==> src/rtl/decoder3x8_pulse_if.sv <==
// rtl/decoder3x8_pulse_if.sv - code handshake and pulse-output bundle for decoder3x8_pulse
// The source owns code_in/code_valid; the decoder owns the ready, one-hot and status lines.
interface decoder3x8_pulse_if;
  logic [2:0] code_in;
  logic       code_valid;
  logic       code_ready;
  logic [7:0] out;
  logic       active;
  logic       done;
  logic       pend;

  modport master (
    output code_in,
    output code_valid,
    input  code_ready,
    input  out,
    input  active,
    input  done,
    input  pend
  );

  modport slave (
    input  code_in,
    input  code_valid,
    output code_ready,
    output out,
    output active,
    output done,
    output pend
  );
endinterface

==> src/rtl/decoder3x8_pulse.sv <==
// rtl/decoder3x8_pulse.sv - registered 3-to-8 one-hot pulse decoder with a one-entry pending slot
// Each accepted code lights one line for PULSE_LEN cycles, then GAP_LEN zero cycles follow.
module decoder3x8_pulse #(
  parameter int PULSE_LEN = 4,
  parameter int GAP_LEN   = 1
) (
  input logic               clk,
  input logic               rst,
  decoder3x8_pulse_if.slave bus
);

  typedef enum logic [1:0] {
    S_IDLE  = 2'd0,
    S_DRIVE = 2'd1,
    S_GAP   = 2'd2
  } state_t;

  localparam logic [7:0] PULSE_LAST = 8'(PULSE_LEN - 1);
  localparam logic [7:0] GAP_LAST   = 8'((GAP_LEN > 0) ? (GAP_LEN - 1) : 0);
  localparam bit         HAS_GAP    = (GAP_LEN > 0);

  if (PULSE_LEN < 1 || PULSE_LEN > 255) begin : g_bad_pulse_len
    $error("decoder3x8_pulse: PULSE_LEN must be in 1..255");
  end
  if (GAP_LEN < 0 || GAP_LEN > 255) begin : g_bad_gap_len
    $error("decoder3x8_pulse: GAP_LEN must be in 0..255");
  end

  state_t     r_state;
  logic [7:0] r_cnt;
  logic [2:0] r_cur_code;
  logic [2:0] r_pend_code;
  logic       r_pend;
  logic [7:0] r_out;
  logic       r_active;
  logic       r_done;

  state_t     w_state_nxt;
  logic [7:0] w_cnt_nxt;
  logic [2:0] w_cur_nxt;
  logic [2:0] w_pend_code_nxt;
  logic       w_pend_nxt;
  logic       w_slot_end;
  logic       w_xfer;

  assign bus.code_ready = !r_pend && !rst;
  assign w_xfer         = bus.code_valid && bus.code_ready;

  always_comb begin
    w_state_nxt     = r_state;
    w_cnt_nxt       = r_cnt;
    w_cur_nxt       = r_cur_code;
    w_pend_code_nxt = r_pend_code;
    w_pend_nxt      = r_pend;
    w_slot_end      = 1'b0;

    case (r_state)
      S_IDLE: begin
        if (w_xfer) begin
          w_state_nxt = S_DRIVE;
          w_cur_nxt   = bus.code_in;
          w_cnt_nxt   = PULSE_LAST;
        end
      end
      S_DRIVE: begin
        if (r_cnt == 8'd0) begin
          if (HAS_GAP) begin
            w_state_nxt = S_GAP;
            w_cnt_nxt   = GAP_LAST;
          end else begin
            w_slot_end = 1'b1;
          end
        end else begin
          w_cnt_nxt = r_cnt - 8'd1;
        end
      end
      S_GAP: begin
        if (r_cnt == 8'd0) begin
          w_slot_end = 1'b1;
        end else begin
          w_cnt_nxt = r_cnt - 8'd1;
        end
      end
      default: begin
        w_state_nxt = S_IDLE;
        w_cnt_nxt   = 8'd0;
      end
    endcase

    // The queued code always beats a fresh one; ready is low while pend is set anyway.
    if (w_slot_end) begin
      if (r_pend) begin
        w_state_nxt = S_DRIVE;
        w_cur_nxt   = r_pend_code;
        w_cnt_nxt   = PULSE_LAST;
        w_pend_nxt  = 1'b0;
      end else if (w_xfer) begin
        w_state_nxt = S_DRIVE;
        w_cur_nxt   = bus.code_in;
        w_cnt_nxt   = PULSE_LAST;
      end else begin
        w_state_nxt = S_IDLE;
        w_cnt_nxt   = 8'd0;
      end
    end

    if (w_xfer && (r_state != S_IDLE) && !w_slot_end) begin
      w_pend_nxt      = 1'b1;
      w_pend_code_nxt = bus.code_in;
    end
  end

  // Outputs are registered from next-state values so they align with the accepting edge.
  always_ff @(posedge clk) begin
    if (rst) begin
      r_state     <= S_IDLE;
      r_cnt       <= 8'd0;
      r_cur_code  <= 3'd0;
      r_pend_code <= 3'd0;
      r_pend      <= 1'b0;
      r_out       <= 8'h00;
      r_active    <= 1'b0;
      r_done      <= 1'b0;
    end else begin
      r_state     <= w_state_nxt;
      r_cnt       <= w_cnt_nxt;
      r_cur_code  <= w_cur_nxt;
      r_pend_code <= w_pend_code_nxt;
      r_pend      <= w_pend_nxt;
      r_out       <= (w_state_nxt == S_DRIVE) ? (8'b1 << w_cur_nxt) : 8'h00;
      r_active    <= (w_state_nxt == S_DRIVE);
      r_done      <= (w_state_nxt == S_DRIVE) && (w_cnt_nxt == 8'd0);
    end
  end

  assign bus.out    = r_out;
  assign bus.active = r_active;
  assign bus.done   = r_done;
  assign bus.pend   = r_pend;

endmodule

==> src/flat_wrapper.sv <==
// flat-port wrapper written by rule: the top's interface ports become plain ports
module decoder3x8_pulse_flat 
#(
  parameter int PULSE_LEN = 4,
  parameter int GAP_LEN   = 1
)
  (clk, rst, bus_code_in, bus_code_valid, bus_code_ready, bus_out, bus_active, bus_done, bus_pend);
  decoder3x8_pulse_if bus_i ();
  input logic clk;
  input logic rst;
  input wire logic [$bits(bus_i.code_in)-1:0] bus_code_in;
  input wire logic [$bits(bus_i.code_valid)-1:0] bus_code_valid;
  output wire logic [$bits(bus_i.code_ready)-1:0] bus_code_ready;
  output wire logic [$bits(bus_i.out)-1:0] bus_out;
  output wire logic [$bits(bus_i.active)-1:0] bus_active;
  output wire logic [$bits(bus_i.done)-1:0] bus_done;
  output wire logic [$bits(bus_i.pend)-1:0] bus_pend;
  assign bus_i.code_in = bus_code_in;
  assign bus_i.code_valid = bus_code_valid;
  assign bus_code_ready = bus_i.code_ready;
  assign bus_out = bus_i.out;
  assign bus_active = bus_i.active;
  assign bus_done = bus_i.done;
  assign bus_pend = bus_i.pend;
  decoder3x8_pulse #(.PULSE_LEN(PULSE_LEN), .GAP_LEN(GAP_LEN)) u_core (.clk(clk), .rst(rst), .bus(bus_i));
endmodule
==> config.mk <==
export PLATFORM = sky130hd
export DESIGN_NAME = decoder3x8_pulse_flat
export DESIGN_NICKNAME = d
export VERILOG_FILES = /design/src/rtl/decoder3x8_pulse_if.sv /design/src/rtl/decoder3x8_pulse.sv /design/src/flat_wrapper.sv
export SDC_FILE = /design/constraint.sdc
export NUM_CORES = 1
export LEC_CHECK = 0
export CAP_MARGIN = 20
export CORE_ASPECT_RATIO = 1.1
export CORE_MARGIN = 4
export CORE_UTILIZATION = 55
export DETAILED_ROUTE_END_ITERATION = 10
export PLACE_DENSITY = 0.77
export SKIP_LAST_GASP = 1
export SLEW_MARGIN = 0
export SYNTH_ARGS = -nofsm -noshare
export SYNTH_HDL_FRONTEND = slang
export SYNTH_SLANG_ARGS = --single-unit
export TNS_END_PERCENT = 30
==> constraint.sdc <==
create_clock -name clk -period 2.6 [get_ports clk]
set_clock_uncertainty 0.15 [all_clocks]
set_input_delay 0.26 -clock clk [delete_from_list [all_inputs] [get_ports clk]]
set_output_delay 0.26 -clock clk [all_outputs]
set_load 0.02 [all_outputs]
==> metrics.yaml, run 1 <==
synth-async-reset-ratio: 0
max_freq_ghz: 0.426
netlist.top_cell.by_area: "dfxtp_1"
postSynthCellCount: 169
die_area_sq_um: 3660
period_needed_ps: 2350
nets: 196
power.switching_uw: 1110
finalMaxSlewViolations: 0
rsz0062_at_grt: "no"
post-route-period-util: 0.904
power.combinational.fraction: 0.625
max-clock-path-buffers: 2
clkLatencyLatePin_ps: 340
dr_total_vias: 1330
grt_use_total: 0.208
ant_nets: 0
synth_xor_area_frac: 0.0173
peakVddDrop_mv: 0.819
cts.sinks: 27
post-cts-setup-buffers: 0
die_x_um: 58.0
cp.required_ps: 2720
cts.repair.resized: 0
syn_area_per_cell_sq_um: 8.97
rows: 19
routed_wl_um: 3580
worstHoldPathType: "register to register"
setup_tns_ps: 0
ctsHtreeMaxLevel: 1
final_core_util: 0.684
synth_common_cells: "dfxtp_1, nor2_1, nor3_1, mux2i_1, a21oi_1"
synth_top_flop_cell: "dfxtp_1"
drtIter0Drc: 44
grt_antenna_before_repair: 0
cts_hold_buf: 0
clock-root-buffer: "clkbuf_4"
gp_congestion: 0.917
grt_max_degree: 17
synth_cell_types: 53
first_pass_iters: 4
start_util: 0.590
syn_nets: 178
synthMuxAreaShare: 0.107
die-height_um: 63.1
seq_power_share: 0.289
slew-limit-headroom: 0.671
ys_ff_latch: 27
yosysSeqAreaShare: 0.357
grt_pass1_vias: 1319
synth_top_area_frac: 0.357
hold_violations: 0
synth_most_common_cell: "dfxtp_1"
drive_gt1_frac: 0.140
fp.coreArea_sq_um: 2570
synth_area_sq_um: 1520
drc_errors: 0
cts_tree: "built"
arrival_ps: 2470
antenna_cells: 0
syn_to_final_growth_pct: 15.9
clk_pin_slew_worst_paths_ps: 160
grt_overflow: 0
viasPerCell: 6.13
synth_warnings: 0
tightest_slew_ps: 493
io_pins: 18
port_buffers: 17
setup_viol_count_final: 0
synth_fa_ha_area_frac: 0.0248
hold_path_startpoint: "u_core.r_pend_code[1]"
outcome: "finished clean"
cap_violations: 0
grt_pass1_wl_um: 6130
dpl.hpwl_um: 2680
critPathKind: "register to register"
endpoint_kind: "register"
wl_per_cell_um: 16.5
synth_area_leaders: "dfxtp_1, mux2i_1, nor3_1"
worstSetupStartpoint: "u_core.r_cnt[0]"
p_int_uw: 1190
synth_top_family_by_area: "simple AND/OR/NAND/NOR gates"
p_sw_frac: 0.482
path_max_fanout: 6
synthSimpleGateAreaFrac: 0.259
synth_edf_count: 0
power.leakage_uw: 0.000710
power.density_nw_per_um2: 1310
cts_buffers: 3
synth_compound_area_frac: 0.181
start_kind: "register"
clockPowerShare: 0.085
rr_startpoint: "u_core.r_cnt[0]"
-- power by group through the flow --
stage	Sequential (uW)	Combinational (uW)	Clock, uW
after floorplan	628	1080	0
after global placement	662	1360	0
after global routing	682	1580	215
final	664	1440	196
after CTS	660	1400	193
after detailed placement	671	1390	0
-- stage by stage --
stage	area [sq um]	setup WS (ps)	total power, uW	hold slack, ps	std cells
floorplan	1520	213	1700	254	169
global placement	1720	290	2020	341	213
detailed placement	1720	219	2060	350	213
CTS	1750	207	2250	383	217
global route	1760	19.9	2480	412	217
finish	1760	250	2300	377	217
-- worst paths after layout --
check	endpoint	slack, ps	cells after the start
worst max-delay path	u_core.bus.done	250	10
worst min-delay path	u_core.r_pend_code[1]	380	2
worst max register to register	u_core.bus.done	250	10
worst min register to register	u_core.r_pend_code[1]	380	2
-- area by class of cell --
| cell class | instances | area (sq um) |
|---|---|---|
| sequential | 27 | 541 |
| timing repair buffer | 23 | 215 |
| clock buffer | 3 | 22.5 |
| inverter | 8 | 30.0 |
| multi-input combinational | 124 | 901 |
| fill | 213 | 812 |
| tap | 31 | 38.8 |
| clock inverter | 1 | 7.51 |
-- state kept, by name, indices dropped and copies added (netlist names) --
register and flops:
u_core.r_cur_code 3, u_core.bus.active 1, u_core.r_pend_code 3, u_core.bus.pend 1, u_core.r_state 2, u_core.r_cnt 8
u_core.bus.out 8, u_core.bus.done 1
-- kinds of logic (layout without fill, tap and decap cells) --
family	after synthesis	count (layout)
compound gates	37	37
buf+inv	18	35
fa+ha+maj	3	3
simple gates	66	66
mux	15	15
xor+xnor	3	3
flops	27	27
-- cells in the final DEF, fill, tap and decap left out, drive strengths merged, types with 2 or more instances in the layout --
cell,count
nor4b,2
nand2b,4
nand4,2
and2,3
o21ai,4
inv,8
xor2,2
nor3,16
nor3b,3
o211ai,6
a21oi,11
o311ai,2
nor2,17
a211oi,3
nand3,2
nor4,4
clkdlybuf4s50,17
nor2b,3
mux2i,11
dfxtp,27
mux2,4
and3,2
ha,3
buf,6
clkbuf,3
nand2,3
-- worst max-delay path, stage by stage, from the launching register on --
cell     delay, ps
dfxtp_1        380
inv_1          120
ha_1           200
nor4b_4        210
and2_1         250
inv_1          100
ha_1           270
a21oi_1         70
o32ai_2        250
nand3_1        130
nor4_2         150
-- metal layers --
metal | vias to the layer above | routed length, um | GRT usage
met2 | 28 | 1780 | 0.353
li1 | 654 | - | -
met1 | 638 | 1570 | 0.264
met4 | 0 | 110 | 0.0812
met5 | - | 0 | 0
met3 | 10 | 123 | 0.0265
No activity file was read; power rests on OpenSTA's default activity.
==> run 2, diff against run 1 <==
--- a/constraint.sdc
+++ b/constraint.sdc
@@ -4,2 +4,2 @@
 set_output_delay 0.26 -clock clk [all_outputs]
-set_load 0.02 [all_outputs]
+set_load 0.005 [all_outputs]
==> results of run 2 <==
Same layout as run 1 (identical final DEF). Status: finished clean.
Among the figures that moved: total power 2300 uW -> 2260 uW; worst IR drop on VDD 0.819 mV -> 0.817 mV
==> run 3, diff against run 2 <==
CORE_UTILIZATION = 35   (was 55)
PLACE_DENSITY = 0.52   (was 0.77)
==> metrics.yaml, run 3 (synthesized netlist as in run 1, its figures left out) <==
start_kind: "register"
antenna_cells: 0  # unchanged
peakVddDrop_mv: 0.420
path_max_fanout: 6  # unchanged
critPathKind: "register to register"
wl_per_cell_um: 14.5  # -12%
grt_use_total: 0.135  # -0.0734
m1WireLength_um: 1620  # +3.2%
hold_violations: 0  # unchanged
tightest_slew_ps: 474  # -19.3 ps
nets: 198  # +1.0%
max_freq_ghz: 0.423  # -0.57%
final_core_util: 0.445  # -0.239
grt_pass1_wl_um: 6020  # -1.7%
slew-limit-headroom: 0.684  # +0.0129
die-height_um: 77.0  # +22%
grt_overflow: 0  # unchanged
viasPerCell: 5.24  # -15%
endpoint_kind: "register"
die_x_um: 70.7  # +22%
cts.sinks: 27  # unchanged
dpl.hpwl_um: 2760  # +3.0%
cts_hold_buf: 0  # unchanged
grt_pass1_vias: 1283  # -2.7%
rows: 24  # +5
power.density_nw_per_um2: 1270
multiInputGateArea_sq_um: 901  # unchanged
worstHoldPathType: "register to register"
gp_congestion: 0.837  # -8.6%
post-route-period-util: 0.909  # +0.00516
period_needed_ps: 2360  # +13.4 ps
drive_gt1_frac: 0.149  # +0.00915
syn_to_final_growth_pct: 19.8
cts.repair.resized: 0  # unchanged
fp.coreArea_sq_um: 4080  # +59%
wl_met2_um: 1740  # -2.1%
finalMaxSlewViolations: 0  # unchanged
fin_ws_ps: 236  # -13.4 ps
clkLatencyLatePin_ps: 270  # -70 ps
io_pins: 18  # unchanged
power.leakage_uw: 0.000728  # +2.5%
rsz0062_at_grt: "no"
start_util: 0.371  # -0.219
totalPowerFinal_uw: 2300
setup_tns_ps: 0  # unchanged
grt_max_degree: 17  # unchanged
place_ws_ps: 215  # -4.50 ps
cts_tree: "built"
arrival_ps: 2410  # -60 ps
cap_violations: 0  # unchanged
n_fill_cell: 435  # +100%
layout_common_cells: "dfxtp_1, nor2_1, clkdlybuf4s50_1"
cts_buffers: 3  # unchanged
dr_wl_met3_um: 94  # -24%
drc_errors: 0  # unchanged
outcome: "finished clean"
highest_layer: "met4"
clk_pin_slew_worst_paths_ps: 100  # -60 ps
port_buffers: 17  # unchanged
ant_nets: 0  # unchanged
dr_total_vias: 1257  # -5.5%
setup_viol_count_final: 0  # unchanged
die_area_sq_um: 5450  # +49%
clock-root-buffer: "clkbuf_8"
drtIter0Drc: 97  # +120%
register_area_sq_um: 541  # unchanged
first_pass_iters: 4  # unchanged
ctsHtreeMaxLevel: 1  # unchanged
max-clock-path-buffers: 2  # unchanged
post-cts-setup-buffers: 0  # unchanged
cp.required_ps: 2650  # -70 ps
final_common_cell: "dfxtp_1"
routed_wl_um: 3470  # -3.1%
grt_antenna_before_repair: 0  # unchanged
run 3: cell count changes in the layout (fill, tap and decap cells not counted):
| cell | before | now |
|---|---|---|
| buf_4 | 6 | 8 |
| clkbuf_4 | 3 | 0 |
| clkbuf_8 | 0 | 3 |
run 3: routing by layer:
layer | global-route usage | vias to the layer above
met3 | 0.0196 | 2
met4 | 0.0338 | 0
met5 | 0 | -
met2 | 0.233 | 17
li1 | - | 659
met1 | 0.175 | 579
run 3: layout make-up:
class / count / area share
tap: 52 / 0.0358
timing repair buffer: 25 / 0.127
inverter: 8 / 0.0165
sequential: 27 / 0.298
clock buffer: 3 / 0.0227
clock inverter: 1 / 0.00414
multi-input combinational: 124 / 0.496
run 3: through the flow:
step                instances  hold WS [ps]  cell area (sq um)
finish                    240           358               1820
global route              240           409               1820
CTS                       240           369               1810
detailed placement        236           343               1760
global placement          236           333               1760
floorplan                 169           254               1520
run 3: path summary, 6_finish.rpt:
| check | cells past startpoint | from | to | slack [ps] |
|---|---|---|---|---|
| max | 10 | u_core.r_cnt[0] | u_core.bus.done | 240 |
| min | 2 | u_core.r_pend_code[2] | u_core.r_pend_code[2] | 360 |
| min reg2reg | 2 | u_core.r_pend_code[2] | u_core.r_pend_code[2] | 360 |
| max reg2reg | 10 | u_core.r_cnt[0] | u_core.bus.done | 240 |
run 3: worst max-delay path: stages (launching register included):
cell and delay [ps]:
dfxtp_1 370, inv_1 110, ha_1 200, nor4b_4 210
and2_1 270, inv_1 100, ha_1 280, a21oi_1 70
o32ai_2 260, nand3_1 130, nor4_2 130
run 3: power breakdown:
part / leakage [uW] / internal [uW] / switching (uW)
Clock: 0.0000217 / 109 / 140
Sequential: 0.000220 / 521 / 141
Combinational: 0.000486 / 619 / 772
